File: src/rtl/osd_stm_multi_if.sv
// -----------------------------------------------------------------------------
// osd_stm_multi_if
// Purpose : bundles the register-access bus and the output event stream of
//           osd_stm_multi so that the core and its neighbours connect through
//           one port.
// Signals : reg_request/reg_write/reg_addr/reg_wdata  regaccess -> core
//           reg_ack/reg_err/reg_rdata                  core -> regaccess
//           out_data/out_valid                         core -> packetizer
//           out_ready                                  packetizer -> core
// Modports: slave  = the trace core (answers registers, sources events)
//           master = the surrounding logic (issues registers, sinks events)
// -----------------------------------------------------------------------------
interface osd_stm_multi_if #(
  parameter int EW = 130
);
  logic          reg_request;
  logic          reg_write;
  logic [15:0]   reg_addr;
  logic [15:0]   reg_wdata;
  logic          reg_ack;
  logic          reg_err;
  logic [15:0]   reg_rdata;
  logic [EW-1:0] out_data;
  logic          out_valid;
  logic          out_ready;

  modport slave (
    input  reg_request, reg_write, reg_addr, reg_wdata, out_ready,
    output reg_ack, reg_err, reg_rdata, out_data, out_valid
  );

  modport master (
    output reg_request, reg_write, reg_addr, reg_wdata, out_ready,
    input  reg_ack, reg_err, reg_rdata, out_data, out_valid
  );
endinterface

File: src/rtl/osd_stm_multi.sv
// -----------------------------------------------------------------------------
// osd_stm_multi
// Purpose : multi-channel software trace core. Each of NCH trace ports is
//           timestamped on capture, parked in a one-entry holding register and
//           round-robin arbitrated into a shared DEPTH-entry event FIFO.
//           A runtime channel-enable mask and (optionally) lost-event counters
//           are reachable over the register bus.
// Ports   : i_clk          clock (single domain)
//           i_rst          synchronous active-high reset
//           i_trace_valid  per-channel event strobe [NCH]
//           i_trace_id     per-channel 16-bit id, channel c at [16c+15:16c]
//           i_trace_value  per-channel XLEN value, channel c at [XLEN*c +: XLEN]
//           i_stall        suppresses capture on all channels
//           bus            osd_stm_multi_if.slave (register bus + event stream)
//           out_data layout: {lost[15:0], value, trace_id, channel, timestamp}
// Config  : define OSD_STM_LOSTCNT_EN to build the per-channel lost counters
//           and the total-drop register 0x203. Without it the lost field is 0,
//           dropped events vanish silently and reading 0x203 flags reg_err.
// -----------------------------------------------------------------------------
module osd_stm_multi #(
  parameter  int XLEN  = 64,
  parameter  int NCH   = 4,
  parameter  int DEPTH = 16,
  parameter  int TSW   = 32,
  localparam int CHW   = (NCH > 1) ? $clog2(NCH) : 1,
  localparam int EW    = 16 + XLEN + 16 + CHW + TSW
) (
  input  logic                i_clk,
  input  logic                i_rst,
  input  logic [NCH-1:0]      i_trace_valid,
  input  logic [NCH*16-1:0]   i_trace_id,
  input  logic [NCH*XLEN-1:0] i_trace_value,
  input  logic                i_stall,
  osd_stm_multi_if.slave      bus
);

  localparam int AW = $clog2(DEPTH);

  localparam logic [15:0] ADDR_XLEN  = 16'h0200;
  localparam logic [15:0] ADDR_NCH   = 16'h0201;
  localparam logic [15:0] ADDR_EN    = 16'h0202;
  localparam logic [15:0] ADDR_TOTAL = 16'h0203;

  // Registers
  logic [TSW-1:0]  r_ts;
  logic [NCH-1:0]  r_hold_vld;
  logic [XLEN-1:0] r_hold_val [NCH];
  logic [15:0]     r_hold_id  [NCH];
  logic [TSW-1:0]  r_hold_ts  [NCH];
  logic [NCH-1:0]  r_en;
  logic [CHW-1:0]  r_rr;
  logic [EW-1:0]   r_mem [DEPTH];
  logic [AW:0]     r_wr_ptr;
  logic [AW:0]     r_rd_ptr;

  // Wires
  logic [NCH-1:0]  w_cap;
  logic [NCH-1:0]  w_load;
  logic [NCH-1:0]  w_drop;
  logic [NCH-1:0]  w_drain;
  logic            w_empty;
  logic            w_full;
  logic            w_pop;
  logic            w_can_push;
  logic            w_gnt_vld;
  logic [CHW-1:0]  w_gnt_idx;
  logic            w_push;
  logic [15:0]     w_gnt_lost;
  logic [EW-1:0]   w_entry;
  logic            w_en_wr;
  logic            w_unused;

  // Channel index reached by stepping 'off' places past 'base', modulo NCH.
  function automatic logic [CHW-1:0] rr_slot(input logic [CHW-1:0] base, input int off);
    int s;
    s = int'(base) + off;
    if (s >= NCH) begin
      s = s - NCH;
    end else begin
      s = s;
    end
    return CHW'(s);
  endfunction

  // FIFO status: extra pointer MSB distinguishes full from empty.
  assign w_empty    = (r_wr_ptr == r_rd_ptr);
  assign w_full     = (r_wr_ptr[AW] != r_rd_ptr[AW]) &&
                      (r_wr_ptr[AW-1:0] == r_rd_ptr[AW-1:0]);
  assign w_pop      = !w_empty && bus.out_ready;
  // A pop in the same cycle frees a slot, so a full FIFO can still accept.
  assign w_can_push = !w_full || w_pop;

  // Round-robin search for the first full holding register at or after r_rr.
  always_comb begin
    w_gnt_vld = 1'b0;
    w_gnt_idx = '0;
    for (int i = 0; i < NCH; i++) begin
      if (!w_gnt_vld && r_hold_vld[rr_slot(r_rr, i)]) begin
        w_gnt_vld = 1'b1;
        w_gnt_idx = rr_slot(r_rr, i);
      end else begin
        w_gnt_vld = w_gnt_vld;
      end
    end
  end

  assign w_push = w_gnt_vld && w_can_push;

  // Capture qualification; a holding reg drained this cycle may reload at once.
  always_comb begin
    w_cap   = '0;
    w_load  = '0;
    w_drop  = '0;
    w_drain = '0;
    for (int c = 0; c < NCH; c++) begin
      w_drain[c] = w_push && (w_gnt_idx == CHW'(c));
      w_cap[c]   = i_trace_valid[c] && r_en[c] && !i_stall;
      w_load[c]  = w_cap[c] && (!r_hold_vld[c] || w_drain[c]);
      w_drop[c]  = w_cap[c] && r_hold_vld[c] && !w_drain[c];
    end
  end

  assign w_entry = {w_gnt_lost, r_hold_val[w_gnt_idx], r_hold_id[w_gnt_idx],
                    w_gnt_idx, r_hold_ts[w_gnt_idx]};

  // Free-running timestamp
  always_ff @(posedge i_clk) begin
    if (i_rst) begin
      r_ts <= '0;
    end else begin
      r_ts <= r_ts + TSW'(1);
    end
  end

  // Holding register occupancy
  always_ff @(posedge i_clk) begin
    if (i_rst) begin
      r_hold_vld <= '0;
    end else begin
      for (int c = 0; c < NCH; c++) begin
        if (w_load[c]) begin
          r_hold_vld[c] <= 1'b1;
        end else if (w_drain[c]) begin
          r_hold_vld[c] <= 1'b0;
        end else begin
          r_hold_vld[c] <= r_hold_vld[c];
        end
      end
    end
  end

  // Holding register payload (qualified by r_hold_vld, so no reset needed)
  always_ff @(posedge i_clk) begin
    for (int c = 0; c < NCH; c++) begin
      if (w_load[c]) begin
        r_hold_val[c] <= i_trace_value[XLEN*c +: XLEN];
        r_hold_id[c]  <= i_trace_id[16*c +: 16];
        r_hold_ts[c]  <= r_ts;
      end else begin
        r_hold_val[c] <= r_hold_val[c];
        r_hold_id[c]  <= r_hold_id[c];
        r_hold_ts[c]  <= r_hold_ts[c];
      end
    end
  end

  // Round-robin pointer moves past the channel just pushed
  always_ff @(posedge i_clk) begin
    if (i_rst) begin
      r_rr <= '0;
    end else if (w_push) begin
      r_rr <= (w_gnt_idx == CHW'(NCH - 1)) ? '0 : (w_gnt_idx + CHW'(1));
    end else begin
      r_rr <= r_rr;
    end
  end

  // FIFO pointers
  always_ff @(posedge i_clk) begin
    if (i_rst) begin
      r_wr_ptr <= '0;
      r_rd_ptr <= '0;
    end else begin
      r_wr_ptr <= w_push ? (r_wr_ptr + (AW+1)'(1)) : r_wr_ptr;
      r_rd_ptr <= w_pop  ? (r_rd_ptr + (AW+1)'(1)) : r_rd_ptr;
    end
  end

  // FIFO storage
  always_ff @(posedge i_clk) begin
    if (w_push) begin
      r_mem[r_wr_ptr[AW-1:0]] <= w_entry;
    end else begin
      r_mem[r_wr_ptr[AW-1:0]] <= r_mem[r_wr_ptr[AW-1:0]];
    end
  end

  // Output stream; data forced to 0 while empty so stale slots never leak.
  assign bus.out_valid = !w_empty;
  assign bus.out_data  = w_empty ? '0 : r_mem[r_rd_ptr[AW-1:0]];

  assign w_en_wr = bus.reg_request && bus.reg_write && (bus.reg_addr == ADDR_EN);

  // Channel enable mask; bits above NCH are not stored
  always_ff @(posedge i_clk) begin
    if (i_rst) begin
      r_en <= '1;
    end else if (w_en_wr) begin
      r_en <= bus.reg_wdata[NCH-1:0];
    end else begin
      r_en <= r_en;
    end
  end

`ifdef OSD_STM_LOSTCNT_EN
  logic [15:0] r_lost [NCH];
  logic [15:0] r_total;
  logic [4:0]  w_drop_cnt;
  logic [16:0] w_total_sum;

  assign w_gnt_lost = r_lost[w_gnt_idx];

  // Number of channels dropping an event this cycle
  always_comb begin
    w_drop_cnt = 5'd0;
    for (int c = 0; c < NCH; c++) begin
      w_drop_cnt = w_drop_cnt + 5'(w_drop[c]);
    end
  end

  assign w_total_sum = {1'b0, r_total} + 17'(w_drop_cnt);

  // Per-channel lost counters: handed over with the pushed event, then restart
  always_ff @(posedge i_clk) begin
    if (i_rst) begin
      for (int c = 0; c < NCH; c++) begin
        r_lost[c] <= 16'd0;
      end
    end else begin
      for (int c = 0; c < NCH; c++) begin
        if (w_drain[c]) begin
          r_lost[c] <= w_drop[c] ? 16'd1 : 16'd0;
        end else if (w_drop[c] && (r_lost[c] != 16'hFFFF)) begin
          r_lost[c] <= r_lost[c] + 16'd1;
        end else begin
          r_lost[c] <= r_lost[c];
        end
      end
    end
  end

  // Saturating total of all drops
  always_ff @(posedge i_clk) begin
    if (i_rst) begin
      r_total <= 16'd0;
    end else if (w_total_sum[16]) begin
      r_total <= 16'hFFFF;
    end else begin
      r_total <= w_total_sum[15:0];
    end
  end
`else
  assign w_gnt_lost = 16'd0;
`endif

  // Register read data and error decode (answered in the request cycle)
  always_comb begin
    bus.reg_rdata = 16'd0;
    bus.reg_err   = 1'b0;
    if (i_rst || !bus.reg_request) begin
      bus.reg_err = 1'b0;
    end else begin
      case (bus.reg_addr)
        ADDR_XLEN: begin
          bus.reg_rdata = 16'(XLEN);
          bus.reg_err   = bus.reg_write;
        end
        ADDR_NCH: begin
          bus.reg_rdata = 16'(NCH);
          bus.reg_err   = bus.reg_write;
        end
        ADDR_EN: begin
          bus.reg_rdata = 16'(r_en);
          bus.reg_err   = 1'b0;
        end
        ADDR_TOTAL: begin
`ifdef OSD_STM_LOSTCNT_EN
          bus.reg_rdata = r_total;
          bus.reg_err   = bus.reg_write;
`else
          bus.reg_rdata = 16'd0;
          bus.reg_err   = 1'b1;
`endif
        end
        default: begin
          bus.reg_rdata = 16'd0;
          bus.reg_err   = bus.reg_write;
        end
      endcase
    end
  end

  assign bus.reg_ack = 1'b1;

  // Upper write-data bits and (without counters) the drop vector have no sink.
  assign w_unused = &{1'b0, bus.reg_wdata, w_drop};

endmodule
File: src/flat_wrapper.sv
// flat-port wrapper written by rule: the top's interface ports become plain ports
module osd_stm_multi_flat 
#(
  parameter  int XLEN  = 64,
  parameter  int NCH   = 4,
  parameter  int DEPTH = 16,
  parameter  int TSW   = 32,
  localparam int CHW   = (NCH > 1) ? $clog2(NCH) : 1,
  localparam int EW    = 16 + XLEN + 16 + CHW + TSW
)
  (i_clk, i_rst, i_trace_valid, i_trace_id, i_trace_value, i_stall, bus_reg_request, bus_reg_write, bus_reg_addr, bus_reg_wdata, bus_out_ready, bus_reg_ack, bus_reg_err, bus_reg_rdata, bus_out_data, bus_out_valid);
  osd_stm_multi_if bus_i ();
  input  logic i_clk;
  input  logic i_rst;
  input  logic [NCH-1:0] i_trace_valid;
  input  logic [NCH*16-1:0] i_trace_id;
  input  logic [NCH*XLEN-1:0] i_trace_value;
  input  logic i_stall;
  input wire logic [$bits(bus_i.reg_request)-1:0] bus_reg_request;
  input wire logic [$bits(bus_i.reg_write)-1:0] bus_reg_write;
  input wire logic [$bits(bus_i.reg_addr)-1:0] bus_reg_addr;
  input wire logic [$bits(bus_i.reg_wdata)-1:0] bus_reg_wdata;
  input wire logic [$bits(bus_i.out_ready)-1:0] bus_out_ready;
  output wire logic [$bits(bus_i.reg_ack)-1:0] bus_reg_ack;
  output wire logic [$bits(bus_i.reg_err)-1:0] bus_reg_err;
  output wire logic [$bits(bus_i.reg_rdata)-1:0] bus_reg_rdata;
  output wire logic [$bits(bus_i.out_data)-1:0] bus_out_data;
  output wire logic [$bits(bus_i.out_valid)-1:0] bus_out_valid;
  assign bus_i.reg_request = bus_reg_request;
  assign bus_i.reg_write = bus_reg_write;
  assign bus_i.reg_addr = bus_reg_addr;
  assign bus_i.reg_wdata = bus_reg_wdata;
  assign bus_i.out_ready = bus_out_ready;
  assign bus_reg_ack = bus_i.reg_ack;
  assign bus_reg_err = bus_i.reg_err;
  assign bus_reg_rdata = bus_i.reg_rdata;
  assign bus_out_data = bus_i.out_data;
  assign bus_out_valid = bus_i.out_valid;
  osd_stm_multi #(.XLEN(XLEN), .NCH(NCH), .DEPTH(DEPTH), .TSW(TSW)) u_core (.i_clk(i_clk), .i_rst(i_rst), .i_trace_valid(i_trace_valid), .i_trace_id(i_trace_id), .i_trace_value(i_trace_value), .i_stall(i_stall), .bus(bus_i));
endmodule
File: config.mk
export PLATFORM = sky130hd
export DESIGN_NAME = osd_stm_multi_flat
export DESIGN_NICKNAME = d
export VERILOG_FILES = /design/src/rtl/osd_stm_multi_if.sv /design/src/rtl/osd_stm_multi.sv /design/src/flat_wrapper.sv
export SDC_FILE = /design/constraint.sdc
export NUM_CORES = 2
export LEC_CHECK = 0
export BUFFER_PORTS_ARGS = -buffer_cell sky130_fd_sc_hd__clkbuf_2
export CORE_ASPECT_RATIO = 0.6
export CORE_UTILIZATION = 55
export CTS_BUF_LIST = sky130_fd_sc_hd__clkbuf_4 sky130_fd_sc_hd__clkbuf_8
export CTS_CLUSTER_SIZE = 28
export DETAILED_ROUTE_END_ITERATION = 10
export HOLD_SLACK_MARGIN = 0.06
export PLACE_DENSITY_LB_ADDON = 0.12
export SLEW_MARGIN = 20
export SYNTH_ARGS = -nofsm -noshare
export SYNTH_HDL_FRONTEND = slang
export SYNTH_SLANG_ARGS = --single-unit
File: constraint.sdc
create_clock -name i_clk -period 15.1 [get_ports i_clk]
set_clock_uncertainty 0.15 [all_clocks]
set_input_delay 1.51 -clock i_clk [delete_from_list [all_inputs] [get_ports i_clk]]
set_output_delay 1.51 -clock i_clk [all_outputs]
set_load 0.02 [all_outputs]
==> parameters.txt <==
Parameter                              Value

STA
  Sum of negative setup slack    0 ps
  Final max-slew violation count    0
  Post-route fraction of the period consumed by the critical path    45.1%
  RSZ-0062 raised after global routing    no
  Endpoints failing hold    0
  Max Clock Freq    0.147 GHz
  Slew at the pin closest to its max-slew limit    1100 ps
  Post-layout minimum cycle time    6810 ps
  Final setup violation count    0
  Relative slew margins    26.5%

Clocking
  Deepest clock path buffer count    4
  Buffer count from post-CTS setup fixing    0
  Root buf cell    clkbuf_8
  CTS Buf Count    332
  Clock slew at the register clock pins of the worst setup and hold paths    60 ps
  Resized cells post-CTS    0
  Insertion delay to the later sink of the worst-skew pair    910 ps
  Number of sinks driven by the clock tree    2,328
  CTS tree    yes
  Number of levels the H-tree was split into    5
  Total of hold buffers inserted after clock tree synthesis    0

Synthesis
  Post-synth EDFFs    2,272
  Post-synth top cells    2,272 x edfxtp_1, 570 x mux4_2, 340 x mux2i_1
  Post-synthesis sequential area ratio    77.8%
  Number of warnings printed during yosys synthesis    0
  FF+latch count, synth    2,328
  Dominant register cell in the synthesized netlist    edfxtp_1
  Count leader, synth    edfxtp_1
  Top cells by area, synth    edfxtp_1 77%, mux4_2 14%, mux2i_1 3.8%, dfxtp_1 1.3%, and2_1 0.84%
  Top-area cell type share of the netlist area    76.5%
  Synthesized netlist cell count    3,831
  Post-synthesis cell type with the largest combined area    edfxtp_1
  Avg Synthesized Cell Area    23.3 um2
  Netlist area before placement    89,100 um2
  Share of synthesized flip-flops with an asynchronous set or reset    0%
  Count of cell types in the netlist    49

Run status
  Violations in the final reports    DRC
  Outcome    complete, but fails checks

Worst setup path
  Required time of the worst setup path    13,440 ps
  Cell depth of the worst flop-to-flop path    8
  Reg-to-reg slack, setup    9570 ps
  Launching element type of the critical path    flip-flop
  Endpoint of the worst-slack reg-to-reg timing path    u_core.r_mem[3][59]
  CP Max Fanout    103
  Category of the most critical setup path    flip-flop to primary output
  Data arrival time of the critical path    5150 ps
  Worst Setup End Kind    primary output
  Startpoint of the worst register-to-register path    u_core.r_hold_vld[2]

Final layout
  Share of layout cells above drive strength 1    36.7%
  Area added between synthesis and finish    13.0%
  Post-layout net count    4,913
  Filler cells    10,900

Routing
  Number of nets still failing antenna checks after routing    0
  Initial DRC count    4,415
  Total vias in the final route    41,400
  Count of TritonRoute iterations in the first routing pass    8
  Number of DRC violations after detailed routing    1
  Routed wire length per instance    28.5 um
  Drt via density    5.96
  Routed WL    198,000 um

Global routing
  Number of global-route vias before repair    42,900
  Largest net degree at the start of global routing    113
  Global-route wire length before repair    289,000 um
  Gr ovfl total    0
  Global-route usage over all layers    24.4%
  Initial antenna violation count    9

Floorplanning
  Die width    522 um
  Die span in y    314 um
  Number of top-level pins    511
  Die outline area    164,000 um2
  Cell Rows    114
  Core Region    161,000 um2
  Initial core utilization    55.4%

Place
  Port Buffer Count    470
  Hpwl dp    103,000 um
  Global placer's final weighted congestion    0.734

Job
  Reported max-cap violation count    0

Hold path
  WHS Endpoint    u_core.r_hold_ts[3][31]
  Worst Hold Depth    0
  Startpoint of the lowest-slack hold path    u_core.r_ts[31]
  Hold WC Path Type    flip-flop to flip-flop

Pwr
  Pwr Density    157 nW/um2
  IR drop worst, VDD    0.000130 V
  LEAKAGE    33.3 nW
  Total power    15.8 mW
## registers in the layout, summed over array words and instances (netlist names), named ones only
register / count
u_core.r_mem: 1824
u_core.r_ts: 32
u_core.r_hold_id: 64
u_core.r_rr: 2
u_core.r_hold_vld: 4
u_core.r_rd_ptr: 5
u_core.r_hold_ts: 128
u_core.r_en: 4
u_core.r_hold_val: 256
u_core.r_wr_ptr: 5
## report_power, final
part | internal [mW] | switching (mW) | total, mW
Combinational | 1.41 | 1.86 | 3.28
Sequential | 7.59 | 0.107 | 7.70
Clock | 2.54 | 2.30 | 4.84
Total | 11.5 | 4.27 | 15.8
## how the worst max path moves through the flow
stage / startpoint / to / slack, ps / cells after the start
floorplan: bus_out_ready / u_core.r_mem[15][0] / 4120 / 2
global placement: flip-flop / bus_out_data[33] / 8980 / 6
detailed placement: flip-flop / bus_out_data[33] / 8990 / 6
CTS: flip-flop / bus_out_data[33] / 8000 / 6
global route: flip-flop / bus_out_data[33] / 7800 / 6
finish: flip-flop / bus_out_data[33] / 8290 / 6
## area by class of cell
cell class	count	area [um2]	share of cell area, %
repair buffers	573	3180	3.16
multi-input cells	1298	19100	18.9
diodes	3	7.51	0.00745
inverters	12	52.6	0.0522
clock buffers	459	5620	5.58
clock inverters	124	744	0.739
flip-flops and latches	2328	69400	68.9
well taps	2146	2690	2.67
## cell usage in the layout (no fill, tap or decap), types with 28 or more instances in the layout
| cell type | count |
|---|---|
| mux4_2 | 570 |
| buf_4 | 98 |
| clkbuf_8 | 349 |
| clkinv_2 | 30 |
| mux2i_2 | 79 |
| conb_1 | 28 |
| clkbuf_4 | 111 |
| clkbuf_2 | 470 |
| dfxtp_1 | 52 |
| mux2i_1 | 261 |
| and2_1 | 120 |
| edfxtp_1 | 2272 |
| clkinv_1 | 80 |
| nor2_1 | 40 |
## routing by layer
layer / routed length (um) / up-vias / global-route usage, % / share of wire [%]
li1: - / 17500 / - / -
met1: 87300 / 22000 / 36.7 / 44
met2: 94800 / 1552 / 38.2 / 48
met3: 12400 / 262 / 3.77 / 6.2
met4: 3500 / 0 / 5.87 / 1.8
met5: 0 / - / 0 / 0
## stage by stage
| step | setup WS [ps] | cells | hold slack, ps | cell area [um2] | utilization (%) |
|---|---|---|---|---|---|
| floorplan | 4120 | 3857 | 311 | 89200 | - |
| global placement | 8980 | 6356 | 359 | 94000 | 58.4 |
| detailed placement | 8990 | 6356 | 374 | 94100 | 58.4 |
| CTS | 8000 | 6939 | 380 | 100000 | 62.4 |
| global route | 7800 | 6943 | 397 | 101000 | 62.5 |
| finish | 8290 | 6943 | 381 | 101000 | 62.5 |
## cells by family after synthesis
group           after synthesis  synth area share, %
mux                         911                 18.2
buf+inv                     231                 1.42
flops                      2328                 77.8
other cells                   2              0.00843
xor+xnor                     32                0.314
compound gates               49                0.341
simple gates                272                 1.80
fa+ha+maj                     6               0.0842
## worst max-delay path, cell delays in order (launching register included)
cell,delay (ps)
dfxtp_4,950
buf_12,610
buf_4,870
mux4_2,620
mux4_2,510
and2_1,240
clkbuf_2,180
No activity file was read; power rests on OpenSTA's default activity.
